`src/rtl/pmem_line_responder_if.sv`:
```
// Cache-side line port and memory-side burst port of the line responder.
// The responder uses the slave modport; the cache/memory models use master.
interface pmem_line_responder_if #(
    parameter int s_beat    = 64,
    parameter int num_beats = 4
);
    logic                          pmem_read;
    logic                          pmem_write;
    logic [31:0]                   pmem_address;
    logic [s_beat*num_beats-1:0]   pmem_wdata;
    logic                          pmem_resp;
    logic [s_beat*num_beats-1:0]   pmem_rdata;
    logic                          burst_read;
    logic                          burst_write;
    logic [31:0]                   burst_address;
    logic [s_beat-1:0]             burst_wdata;
    logic [s_beat-1:0]             burst_rdata;
    logic                          burst_resp;

    modport slave (
        input  pmem_read, pmem_write, pmem_address, pmem_wdata,
        output pmem_resp, pmem_rdata,
        output burst_read, burst_write, burst_address, burst_wdata,
        input  burst_rdata, burst_resp
    );

    modport master (
        output pmem_read, pmem_write, pmem_address, pmem_wdata,
        input  pmem_resp, pmem_rdata,
        input  burst_read, burst_write, burst_address, burst_wdata,
        output burst_rdata, burst_resp
    );
endinterface

```
`src/rtl/pmem_line_responder.sv`:
```
// Converts single cache line read/write requests into num_beats-beat memory
// bursts; writes win over simultaneous reads, and pmem_resp pulses once per line.
module pmem_line_responder #(
    parameter int s_offset  = 5,
    parameter int s_beat    = 64,
    parameter int num_beats = 4
) (
    input  logic                 clk,
    input  logic                 rst,
    pmem_line_responder_if.slave bus
);
    localparam int line_w = s_beat * num_beats;
    localparam int cnt_w  = (num_beats > 1) ? $clog2(num_beats) : 1;
    localparam logic [31:0] off_mask = (32'd1 << s_offset) - 32'd1;

    typedef enum logic [1:0] {
        IDLE,
        READ_BURST,
        WRITE_BURST,
        DONE
    } state_t;

    state_t             state;
    logic [cnt_w-1:0]   cnt;
    logic [cnt_w-1:0]   cnt_next;
    logic               last_beat;
    logic [line_w-1:0]  wdata_q;

    assign cnt_next  = cnt + cnt_w'(1);
    assign last_beat = (cnt == cnt_w'(num_beats - 1));

    always_ff @(posedge clk or negedge rst) begin
        if (!rst) begin
            state             <= IDLE;
            cnt               <= '0;
            wdata_q           <= '0;
            bus.pmem_resp     <= 1'b0;
            bus.pmem_rdata    <= '0;
            bus.burst_read    <= 1'b0;
            bus.burst_write   <= 1'b0;
            bus.burst_address <= '0;
            bus.burst_wdata   <= '0;
        end else begin
            case (state)
                IDLE: begin
                    bus.pmem_resp <= 1'b0;
                    cnt           <= '0;
                    if (bus.pmem_write) begin
                        wdata_q           <= bus.pmem_wdata;
                        bus.burst_address <= bus.pmem_address & ~off_mask;
                        bus.burst_wdata   <= bus.pmem_wdata[s_beat-1:0];
                        bus.burst_write   <= 1'b1;
                        state             <= WRITE_BURST;
                    end else if (bus.pmem_read) begin
                        bus.burst_address <= bus.pmem_address & ~off_mask;
                        bus.burst_read    <= 1'b1;
                        state             <= READ_BURST;
                    end
                end

                READ_BURST: begin
                    if (bus.burst_resp) begin
                        bus.pmem_rdata[cnt*s_beat +: s_beat] <= bus.burst_rdata;
                        if (last_beat) begin
                            bus.burst_read <= 1'b0;
                            bus.pmem_resp  <= 1'b1;
                            state          <= DONE;
                        end else begin
                            cnt <= cnt_next;
                        end
                    end
                end

                WRITE_BURST: begin
                    // burst_wdata is preloaded with the next beat so it is valid
                    // in the same cycle the counter advances.
                    if (bus.burst_resp) begin
                        if (last_beat) begin
                            bus.burst_write <= 1'b0;
                            bus.pmem_resp   <= 1'b1;
                            state           <= DONE;
                        end else begin
                            cnt             <= cnt_next;
                            bus.burst_wdata <= wdata_q[cnt_next*s_beat +: s_beat];
                        end
                    end
                end

                DONE: begin
                    bus.pmem_resp <= 1'b0;
                    cnt           <= '0;
                    state         <= IDLE;
                end

                default: begin
                    bus.pmem_resp   <= 1'b0;
                    bus.burst_read  <= 1'b0;
                    bus.burst_write <= 1'b0;
                    state           <= IDLE;
                end
            endcase
        end
    end
endmodule
```
`src/flat_wrapper.sv`:
```
// flat-port wrapper written by rule: the top's interface ports become plain ports
module pmem_line_responder_flat 
#(
    parameter int s_offset  = 5,
    parameter int s_beat    = 64,
    parameter int num_beats = 4
)
  (clk, rst, bus_pmem_read, bus_pmem_write, bus_pmem_address, bus_pmem_wdata, bus_pmem_resp, bus_pmem_rdata, bus_burst_read, bus_burst_write, bus_burst_address, bus_burst_wdata, bus_burst_rdata, bus_burst_resp);
  pmem_line_responder_if #(.s_beat(s_beat), .num_beats(num_beats)) bus_i ();
  input  logic clk;
  input  logic rst;
  input wire logic [$bits(bus_i.pmem_read)-1:0] bus_pmem_read;
  input wire logic [$bits(bus_i.pmem_write)-1:0] bus_pmem_write;
  input wire logic [$bits(bus_i.pmem_address)-1:0] bus_pmem_address;
  input wire logic [$bits(bus_i.pmem_wdata)-1:0] bus_pmem_wdata;
  output wire logic [$bits(bus_i.pmem_resp)-1:0] bus_pmem_resp;
  output wire logic [$bits(bus_i.pmem_rdata)-1:0] bus_pmem_rdata;
  output wire logic [$bits(bus_i.burst_read)-1:0] bus_burst_read;
  output wire logic [$bits(bus_i.burst_write)-1:0] bus_burst_write;
  output wire logic [$bits(bus_i.burst_address)-1:0] bus_burst_address;
  output wire logic [$bits(bus_i.burst_wdata)-1:0] bus_burst_wdata;
  input wire logic [$bits(bus_i.burst_rdata)-1:0] bus_burst_rdata;
  input wire logic [$bits(bus_i.burst_resp)-1:0] bus_burst_resp;
  assign bus_i.pmem_read = bus_pmem_read;
  assign bus_i.pmem_write = bus_pmem_write;
  assign bus_i.pmem_address = bus_pmem_address;
  assign bus_i.pmem_wdata = bus_pmem_wdata;
  assign bus_pmem_resp = bus_i.pmem_resp;
  assign bus_pmem_rdata = bus_i.pmem_rdata;
  assign bus_burst_read = bus_i.burst_read;
  assign bus_burst_write = bus_i.burst_write;
  assign bus_burst_address = bus_i.burst_address;
  assign bus_burst_wdata = bus_i.burst_wdata;
  assign bus_i.burst_rdata = bus_burst_rdata;
  assign bus_i.burst_resp = bus_burst_resp;
  pmem_line_responder #(.s_offset(s_offset), .s_beat(s_beat), .num_beats(num_beats)) u_core (.clk(clk), .rst(rst), .bus(bus_i));
endmodule
```
`config.mk`:
```
export PLATFORM = sky130hd
export DESIGN_NAME = pmem_line_responder_flat
export DESIGN_NICKNAME = d
export VERILOG_FILES = /design/src/rtl/pmem_line_responder_if.sv /design/src/rtl/pmem_line_responder.sv /design/src/flat_wrapper.sv
export SDC_FILE = /design/constraint.sdc
export NUM_CORES = 1
export LEC_CHECK = 0
export BUFFER_PORTS_ARGS = -buffer_cell sky130_fd_sc_hd__buf_2
export CORE_MARGIN = 3
export CORE_UTILIZATION = 28
export CTS_CLUSTER_DIAMETER = 120
export DETAILED_ROUTE_END_ITERATION = 8
export GPL_ROUTABILITY_DRIVEN = 0
export SETUP_SLACK_MARGIN = 0.3
export SYNTH_ARGS = -nofsm -noshare
export SYNTH_HDL_FRONTEND = slang
export SYNTH_SLANG_ARGS = --single-unit
```
`constraint.sdc`:
```
create_clock -name clk -period 2.8 [get_ports clk]
set_input_delay 0 -clock clk [delete_from_list [all_inputs] [get_ports clk]]
set_output_delay 0 -clock clk [all_outputs]
set_load 0.02 [all_outputs]
```
==> key figures, run 1 <==
CTS
  – Number of buffers created by CTS: 71
  – Worst-case clock buffer depth: 3
  – Setup bufs post-CTS: 0
  – Worst skew pair latency: 0.61 ns
  – Cts repair resizes: 0
  – Root buf cell: clkbuf_16
  – Number of sinks driven by the clock tree: 610
  – CTS tree: done
  – H-tree levels: 3
  – Reg clk slew, reported paths: 0.06 ns
  – Count of hold buffers inserted by post-cts repair: 353

STA
  – Time the worst path needs with I/O delays and setup: 2.36 ns
  – Tightest slew margin relative to the limit: 39.0%
  – Final worst clock skew: 0.0262 ns
  – Final cycle utilization of the critical path: 84.3%
  – Total setup violations reported at the end of the flow: 0
  – Maximum achievable frequency: 424 MHz
  – Unrepaired setup endpoints after global routing: no
  – Total negative setup slack: 0 ns
  – Total count of max-transition violations in the final report: 0
  – Worst slack on hold paths: 0.138 ns
  – Count of final hold-check violations: 0
  – Least-Margin Pin Slew: 0.916 ns

Routing
  – Final routed wirelength across all metal layers: 84000 um
  – Antenna violation net count after detailed routing: 0
  – Drt initial violations: 1126
  – Wire length per cell after detailed routing: 21.4 um
  – Via-per-instance ratio: 4.77
  – Count of TritonRoute iterations in the first routing pass: 8
  – Count of vias placed by the detailed router: 18800
  – Remaining design rule violation count: 0

Worst setup path
  – Worst-path fanout max: 60
  – Crit path from: u_core.cnt[0]
  – Setup crit end kind: register
  – Launching element type of the critical path: register
  – Critical path data required time: 3.32 ns
  – Arrival time reported for the critical path endpoint: 2.88 ns
  – Critical path start-end classification: reg2reg
  – Critical R2R Launch: u_core.cnt[0]
  – Worst setup endpoint: u_core.bus.burst_wdata[58]
  – Reg2reg setup slack: 0.44 ns
  – Worst reg2reg endpoint: u_core.bus.burst_wdata[58]
  – Worst-case reg-to-reg path depth: 5

Hold path
  – Worst Hold Class: in2reg

Yosys
  – Flop and latch count out of synthesis: 610
  – Synthesized area per cell: 14.7 um^2
  – Share of the synthesized area in the top cell type: 61.8%
  – Top post-synthesis cells by area: dfrtp_1 (62%), mux2_1 (11%), a22o_1 (6.4%), mux4_2 (5.8%), a221o_1 (2.6%)
  – Count of cell types in the netlist: 43
  – Sequential cell area fraction in the yosys report: 61.8%
  – Synth Flop Type: dfrtp_1
  – Number of enable-type register cells in the synthesized netlist: 0
  – Yosys warning total: 0
  – Netlist area before placement: 24700 um^2
  – Number of instances in the synthesized netlist: 1676
  – Cell accounting for the most synthesized area: dfrtp_1
  – Post-synthesis async set-or-reset flop share: 100%

Die
  – Area inside the core boundary: 87200 um^2
  – Std cell rows: 108
  – Die H: 303 um
  – Die span in x: 303 um
  – Effective utilization at floorplan: 28.3%
  – Total die area: 91800 um^2
  – Top-Level Pins: 712

Global routing
  – Vias in the first global route: 20200
  – Total gr overflow: 0
  – Maximum number of pins on one net before global-route repair: 96
  – GRT Total Usage: 18.0%
  – Number of antenna violations at the first check in global routing: 6
  – Global-route wire length before repair: 126000 um

Placement
  – Sum of net half-perimeters after detailed placement: 55400 um
  – Input/output buffers: 701

Pwr
  – Total power: 36.0 mW
  – Power Dens Cells: 1010 nW/um^2
  – Worst vdd rail ir drop: 0.651 mV
  – Leakage Power: 16.8 nW

Layout
  – Layout Nets: 3086
  – Layout overhead on the synthesized area: 44.7%
  – Ratio of cells with drive above 1 in the final layout: 35.8%

Run status
  – Status: finished, final reports clean

Flow run
  – Number of max-cap violations: 0
-- worst min path at each step --
| stage | start | to | cells after the start |
|---|---|---|---|
| after floorplan | rst | u_core.bus.burst_address[10] | 0 |
| after global placement | rst | u_core.wdata_q[209] | 1 |
| after detailed placement | rst | u_core.wdata_q[209] | 1 |
| after CTS | bus_pmem_wdata[128] | u_core.wdata_q[128] | 3 |
| after global routing | bus_pmem_wdata[220] | u_core.wdata_q[220] | 3 |
| final | bus_pmem_wdata[207] | u_core.wdata_q[207] | 3 |
-- kinds of logic (layout without fill, tap and decap cells) --
logic type	count (synthesis)	in the layout	share of synthesized area, %
XOR/XNOR	1	1	0.0355
buffers and inverters	145	1238	3.04
multiplexers	353	353	19.0
AND/OR/NAND/NOR	227	227	4.77
AO/OA/AOI/OAI	329	329	10.8
adder cells (fa/ha/maj)	10	10	0.507
flip-flops	610	610	61.8
other	1	11	0.0152
-- cells in the mapped netlist, drive strengths merged, types with 2 or more instances --
cell type	number
dfrtp	610
mux2	284
a22o	181
nand2	137
buf	83
o21ai	78
a221o	64
mux4	64
nor3b	64
clkbuf	56
ha	10
nand2b	7
inv	6
nand3	6
mux2i	5
and3	2
nor2	2
nor2b	2
nor4b	2
-- layout make-up --
class	count	area (um^2)
clock inverters	19	238
multi-input cells	925	8790
fillers	8048	51400
repair buffers	1105	7790
inverters	6	22.5
diodes	6	15.0
clock buffers	108	2160
flip-flops and latches	610	15300
well taps	1155	1450
-- layout by cell type (no fill, tap or decap), types with 2 or more instances in the layout --
| cell type | instances |
|---|---|
| buf_2 | 700 |
| dfrtp_1 | 609 |
| dlygate4sd3_1 | 352 |
| mux2_1 | 238 |
| a22o_1 | 181 |
| nand2_1 | 136 |
| o21ai_1 | 76 |
| clkbuf_16 | 73 |
| mux4_2 | 64 |
| nor3b_1 | 64 |
| a221o_1 | 64 |
| mux2_2 | 46 |
| buf_12 | 27 |
| buf_4 | 24 |
| clkbuf_8 | 20 |
| clkbuf_1 | 15 |
| ha_1 | 8 |
| clkinv_2 | 8 |
| nand2b_1 | 7 |
| diode_2 | 6 |
| inv_1 | 6 |
| conb_1 | 5 |
| mux2i_1 | 4 |
| bufinv_16 | 4 |
| nor2_1 | 2 |
| nand3_2 | 2 |
| nand3_1 | 2 |
| nand3_4 | 2 |
| nor2b_1 | 2 |
| ha_4 | 2 |
| inv_6 | 2 |
| clkinv_8 | 2 |
-- worst max-delay path, stage by stage, from the launching register on --
cell	delay [ns]
dfrtp_4	0.58
ha_1	0.29
nand2b_1	0.28
nor3_4	0.42
buf_12	0.31
a221o_1	0.23
-- through the flow --
| step | util (%) | worst slack, ns | cell area (um^2) | instances |
|---|---|---|---|---|
| global route | 41.0 | 0.325 | 35700 | 3932 |
| global placement | 34.2 | 0.465 | 29800 | 3448 |
| CTS | 41.0 | 0.400 | 35700 | 3928 |
| finish | 41.0 | 0.439 | 35700 | 3934 |
| floorplan | - | 0.204 | 24700 | 1680 |
| detailed placement | 34.2 | 0.430 | 29800 | 3448 |
-- sequential cells by signal, indices dropped and copies added, names as in the netlist --
signal                    cells
u_core.bus.burst_read         1
u_core.bus.burst_write        1
u_core.bus.pmem_rdata       256
u_core.wdata_q              256
u_core.bus.burst_wdata       64
u_core.bus.burst_address     27
u_core.bus.pmem_resp          1
u_core.cnt                    2
u_core.state                  2
-- routing by layer --
| layer | global-route usage (%) | part of all wire [%] | up-vias |
|---|---|---|---|
| li1 | - | - | 8367 |
| met1 | 21.8 | 40 | 9498 |
| met2 | 31.0 | 50 | 730 |
| met3 | 4.24 | 7.0 | 175 |
| met4 | 6.68 | 3.7 | 4 |
| met5 | 0 | 0.031 | - |
-- where the power goes --
part           internal [mW]  switching [mW]
Sequential              12.1            1.86
Combinational           6.02            6.51
Clock                   5.70            3.81
Total                   23.8            12.2
(Power assumes the default switching activity.)
==> run 2, diff against run 1 <==
==> constraint.sdc (replaced) <==
create_clock -name clk -period 2.3 [get_ports clk]
set_input_delay 0 -clock clk [delete_from_list [all_inputs] [get_ports clk]]
set_output_delay 0 -clock clk [all_outputs]
set_load 0.02 [all_outputs]
==> run 2 against run 1 <==
  * Clock skew down 0.0091 ns
  * Sequential power up 21%
  * Flip-flop and latch count unchanged
  * Fmax up 20%
  * Via count up 2.8%
  * Critical endpoint is now u_core.bus.burst_wdata[35]
  * Final cell count up 1.9%
  * Critical path depth unchanged
  * Worst setup slack worse by 0.11 ns
  * Global-route usage up 0.065 points
  * Critical path type unchanged
  * Combinational power up 38%
  * Clock power up 21%
  * Cell area up 3.2%
==> key figures, run 2 (synthesis gave the netlist of run 1 again) <==
Routing
  – Antenna violation net count after detailed routing: 0
  – Final routed wirelength across all metal layers: 89100 um
  – Wire length per cell after detailed routing: 22.2 um
  – Drt initial violations: 1210
  – Count of vias placed by the detailed router: 19300
  – Via-per-instance ratio: 4.81
  – Remaining design rule violation count: 0
  – Count of TritonRoute iterations in the first routing pass: 5

Layout
  – Core utilization of the finished layout: 42.3%
  – Finished Cell Area: 36900 um^2
  – Layout Nets: 3164
  – Commonest cells after routing, fill and taps aside: buf_2 (700), dfrtp_1 (609), dlygate4sd3_1 (351)
  – Ratio of cells with drive above 1 in the final layout: 37.8%
  – Leading cell type in the layout, fill and taps excluded: buf_2
  – Regs by FF count: u_core.bus.pmem_rdata x256, u_core.wdata_q x256, u_core.bus.burst_wdata x64
  – Layout filler cell count: 7958
  – Layout overhead on the synthesized area: 49.4%

CTS
  – Number of sinks driven by the clock tree: 610
  – Worst-case clock buffer depth: 3
  – Reg clk slew, reported paths: 0.06 ns
  – Root buf cell: clkbuf_16
  – H-tree levels: 3
  – CTS tree: done
  – Worst skew pair latency: 0.61 ns
  – Number of buffers created by CTS: 70

Die
  – Die H: 303 um
  – Area inside the core boundary: 87200 um^2
  – Die span in x: 303 um
  – Std cell rows: 108
  – Total die area: 91800 um^2
  – Top-Level Pins: 712
  – Effective utilization at floorplan: 28.3%

STA
  – Count of final hold-check violations: 0
  – Least-Margin Pin Slew: 0.515 ns
  – Total negative setup slack: 0 ns
  – Total setup violations reported at the end of the flow: 0
  – Tightest slew margin relative to the limit: 65.6%
  – Maximum achievable frequency: 507 MHz
  – Unrepaired setup endpoints after global routing: yes
  – Final worst clock skew: 0.0171 ns
  – Time the worst path needs with I/O delays and setup: 1.97 ns
  – Final cycle utilization of the critical path: 85.7%
  – Total count of max-transition violations in the final report: 0

Worst setup path
  – Critical path data required time: 2.78 ns
  – Arrival time reported for the critical path endpoint: 2.45 ns
  – Launching element type of the critical path: register
  – Setup crit end kind: register
  – Chain of cells forming the critical path: buf_12 -> buf_16 -> buf_8 -> mux4_2 -> a221o_1
  – Worst-path fanout max: 12
  – Critical path's largest stage delay: 0.52 ns
  – Critical path start-end classification: reg2reg
  – Highest-delay cell along the critical path: mux4_2

Flow run
  – Number of max-cap violations: 0

Global routing
  – Maximum number of pins on one net before global-route repair: 65
  – Total gr overflow: 0
  – Global-route wire length before repair: 127000 um
  – Number of antenna violations at the first check in global routing: 11
  – GRT Total Usage: 18.0%
  – Vias in the first global route: 20200

Pwr
  – Power Dens Cells: 1240 nW/um^2
  – Worst vdd rail ir drop: 0.751 mV
  – Leakage Power: 17.4 nW

Placement
  – Input/output buffers: 701
  – Placed cell area: 30300 um^2
  – Sum of net half-perimeters after detailed placement: 57500 um

Run status
  – Status: finished, final reports clean

Hold path
  – Worst Hold Class: in2reg
run 2: final cells by class:
class | instances | area [um^2] | share of cell area [%]
well taps | 1155 | 1450 | 3.92
flip-flops and latches | 610 | 15300 | 41.4
repair buffers | 1184 | 8920 | 24.2
clock buffers | 102 | 2080 | 5.63
inverters | 6 | 30.0 | 0.0814
diodes | 6 | 15.0 | 0.0407
multi-input cells | 925 | 8840 | 24.0
clock inverters | 22 | 289 | 0.784
run 2: final timing paths:
path	startpoint	end	slack (ns)	cells after the start
setup / recovery	u_core.cnt[0]	u_core.bus.burst_wdata[35]	0.33	5
hold / removal	bus_pmem_wdata[231]	u_core.wdata_q[231]	0.14	3
setup reg to reg	u_core.cnt[0]	u_core.bus.burst_wdata[35]	0.33	5
hold reg to reg	u_core.bus.pmem_rdata[229]	u_core.bus.pmem_rdata[229]	0.48	2
max in group asynchronous	rst	u_core.wdata_q[90]	1.55	3
min in group asynchronous	rst	u_core.wdata_q[228]	0.20	3
run 2: per-stage QoR:
stage | setup WS (ns) | hold slack, ns | instances | power [mW]
floorplan | 0.136 | -0.296 | 1680 | 26.6
global placement | 0.172 | 0.0181 | 3492 | 32.3
detailed placement | 0.149 | 0.0151 | 3492 | 32.6
CTS | 0.280 | 0.0774 | 3973 | 45.0
global route | 0.242 | 0.124 | 4009 | 48.1
finish | 0.328 | 0.140 | 4010 | 45.6
run 2: power breakdown:
part / internal, mW / leakage [nW] / switching (mW)
sequential: 14.7 / 7.76 / 2.24
combinational: 8.70 / 8.48 / 8.51
clock: 6.77 / 1.15 / 4.70
run 2: repair_timing:
action                                  CTS  global route
buffers inserted                          3            17
endpoints found under the hold margin  1111             0
hold buffers                            352             0
gates resized for setup                  10            23
gates cloned                              2            14
pin swaps                                 0            25
setup endpoints to repair               181           222
run 2: layer usage:
metal	vias up	share of wire, %	GRT usage [%]	wire length [um]
li1	8500	-	-	-
met1	9835	41	22.4	36100
met2	793	48	29.6	43000
met3	165	7.5	4.87	6680
met4	8	3.6	7.51	3190
met5	-	0.064	0	57
run 2: worst max-delay path: cells and delay by family (launching register included):
kind	cells	cell delay (ns)
mux	1	0.52
flops	1	0.48
buf+inv	3	0.50
compound gates	1	0.31
==> run 3, diff against run 2 <==
--- a/config.mk
+++ b/config.mk
@@ -11,6 +11,7 @@
 export CTS_CLUSTER_DIAMETER = 120
 export DETAILED_ROUTE_END_ITERATION = 8
 export GPL_ROUTABILITY_DRIVEN = 0
+export RECOVER_POWER = 25
 export SETUP_SLACK_MARGIN = 0.3
 export SYNTH_ARGS = -nofsm -noshare
 export SYNTH_HDL_FRONTEND = slang
==> run 3 against run 2 <==
  * Worst setup slack got worse by 0.0018 ns
  * Non-clock buffer count unchanged
  * Critical path type unchanged
  * Combinational power about the same
  * Clock power about the same
==> key figures, run 3 (synthesis gave the netlist of run 1 again) <==
Run status
  – Status: finished, final reports clean

CTS
  – H-tree levels: 3
  – CTS tree: done
  – Reg clk slew, reported paths: 0.06 ns
  – Worst skew pair latency: 0.61 ns
  – Number of buffers created by CTS: 70
  – Worst-case clock buffer depth: 3
  – Root buf cell: clkbuf_16
  – Number of sinks driven by the clock tree: 610

STA
  – Total negative setup slack: 0 ns
  – Slack of the critical path: 0.326 ns
  – Count of final hold-check violations: 0
  – Time the worst path needs with I/O delays and setup: 1.97 ns
  – Total count of max-transition violations in the final report: 0
  – Least-Margin Pin Slew: 1.22 ns
  – Total setup violations reported at the end of the flow: 0
  – Final worst clock skew: 0.0167 ns
  – Tightest slew margin relative to the limit: 18.5%
  – Maximum achievable frequency: 507 MHz
  – Unrepaired setup endpoints after global routing: yes
  – Final cycle utilization of the critical path: 85.8%

Global routing
  – Maximum number of pins on one net before global-route repair: 65
  – Total gr overflow: 0
  – GRT Total Usage: 18.0%
  – Vias in the first global route: 20200
  – Number of antenna violations at the first check in global routing: 12
  – Global-route wire length before repair: 127000 um

Layout
  – Post-route non-filler standard cell count: 4010
  – Ratio of cells with drive above 1 in the final layout: 37.5%
  – Commonest cells after routing, fill and taps aside: buf_2 (700), dfrtp_1 (609), dlygate4sd3_1 (351)
  – Multi-input combinational cell area: 8840 um^2
  – FF/Latch Area: 15300 um^2
  – Layout overhead on the synthesized area: 48.8%
  – Leading cell type in the layout, fill and taps excluded: buf_2
  – Regs by FF count: u_core.bus.pmem_rdata x256, u_core.wdata_q x256, u_core.bus.burst_wdata x64
  – Layout Nets: 3164
  – Layout filler cell count: 7980

Placement
  – Number of placed instances with taps included: 3492
  – Input/output buffers: 701
  – Place WS: 0.149 ns
  – Sum of net half-perimeters after detailed placement: 57500 um

Worst setup path
  – Setup crit end kind: register
  – Highest-delay cell along the critical path: mux4_2
  – Critical path data required time: 2.78 ns
  – Critical path's largest stage delay: 0.52 ns
  – Arrival time reported for the critical path endpoint: 2.45 ns
  – Worst-path fanout max: 12
  – Critical path start-end classification: reg2reg
  – Chain of cells forming the critical path: buf_12 -> buf_16 -> buf_8 -> mux4_2 -> a221o_1
  – Launching element type of the critical path: register

Pwr
  – Worst vdd rail ir drop: 0.756 mV
  – Leakage Power: 17.3 nW
  – Power Dens Cells: 1240 nW/um^2

Die
  – Top-Level Pins: 712
  – Total die area: 91800 um^2
  – Std cell rows: 108
  – Effective utilization at floorplan: 28.3%
  – Die span in x: 303 um
  – Area inside the core boundary: 87200 um^2
  – Die H: 303 um

Flow run
  – Number of max-cap violations: 0

Routing
  – Wire length per cell after detailed routing: 22.2 um
  – Antenna violation net count after detailed routing: 0
  – Via-per-instance ratio: 4.82
  – Count of vias placed by the detailed router: 19300
  – Final routed wirelength across all metal layers: 88900 um
  – Count of TritonRoute iterations in the first routing pass: 7
  – Remaining design rule violation count: 0
  – Drt initial violations: 1176

Hold path
  – Worst Hold Class: in2reg
## run 3: final timing paths
| path | from | to | slack (ns) | cells past startpoint |
|---|---|---|---|---|
| worst max-delay path | u_core.cnt[0] | u_core.bus.burst_wdata[35] | 0.33 | 5 |
| worst min-delay path | bus_pmem_wdata[231] | u_core.wdata_q[231] | 0.14 | 3 |
| worst max register to register | u_core.cnt[0] | u_core.bus.burst_wdata[35] | 0.33 | 5 |
| worst min register to register | u_core.wdata_q[248] | u_core.wdata_q[248] | 0.48 | 1 |
| max in group asynchronous | rst | u_core.bus.pmem_rdata[249] | 0.51 | 3 |
| min in group asynchronous | rst | u_core.wdata_q[161] | 0.59 | 3 |
## run 3: report_power, final
group          switching, mW  total [mW]  internal, mW
Sequential              2.23        17.0          14.7
Combinational           8.48        17.2          8.67
Clock                   4.71        11.5          6.77
## run 3: stage by stage
stage	cell area (um^2)	utilization, %	power (mW)	hold slack, ns
2_1_floorplan	24800	-	26.6	-0.296
3_3_place_gp	30300	34.7	32.3	0.0181
3_5_place_dp	30300	34.7	32.6	0.0151
4_1_cts	36300	41.7	45.0	0.0774
5_1_grt	36700	42.1	48.0	0.124
6_report	36700	42.1	45.6	0.140
## run 3: worst max-delay path, delay by kind of cell (launching register included)
family	cells	cell delay, ns
flip-flops	1	0.48
multiplexers	1	0.52
AO/OA/AOI/OAI	1	0.31
buffers and inverters	3	0.50
## run 3: area by class of cell
type,count,area share (%)
multi-input combinational,925,24.1
inverter,6,0.0817
clock inverter,22,0.787
tap,1155,3.93
timing repair buffer,1184,23.9
sequential,610,41.6
clock buffer,102,5.65
antenna,6,0.0409
## run 3: metal layers
metal  wire (um)  up-vias  GRT usage (%)
li1            -     8500              -
met5          57        -              0
met1       35500     9833           22.4
met3        6910      167           4.87
met4        3200        8           7.51
met2       43200      812           29.6
## run 3: what timing repair did
item	CTS	global route
pin swaps	0	25
setup buffers	3	17
hold endpoints to repair	1111	0
gates cloned	2	14
hold buffers	352	0
endpoints found under the setup margin	181	222
resized for setup	10	23
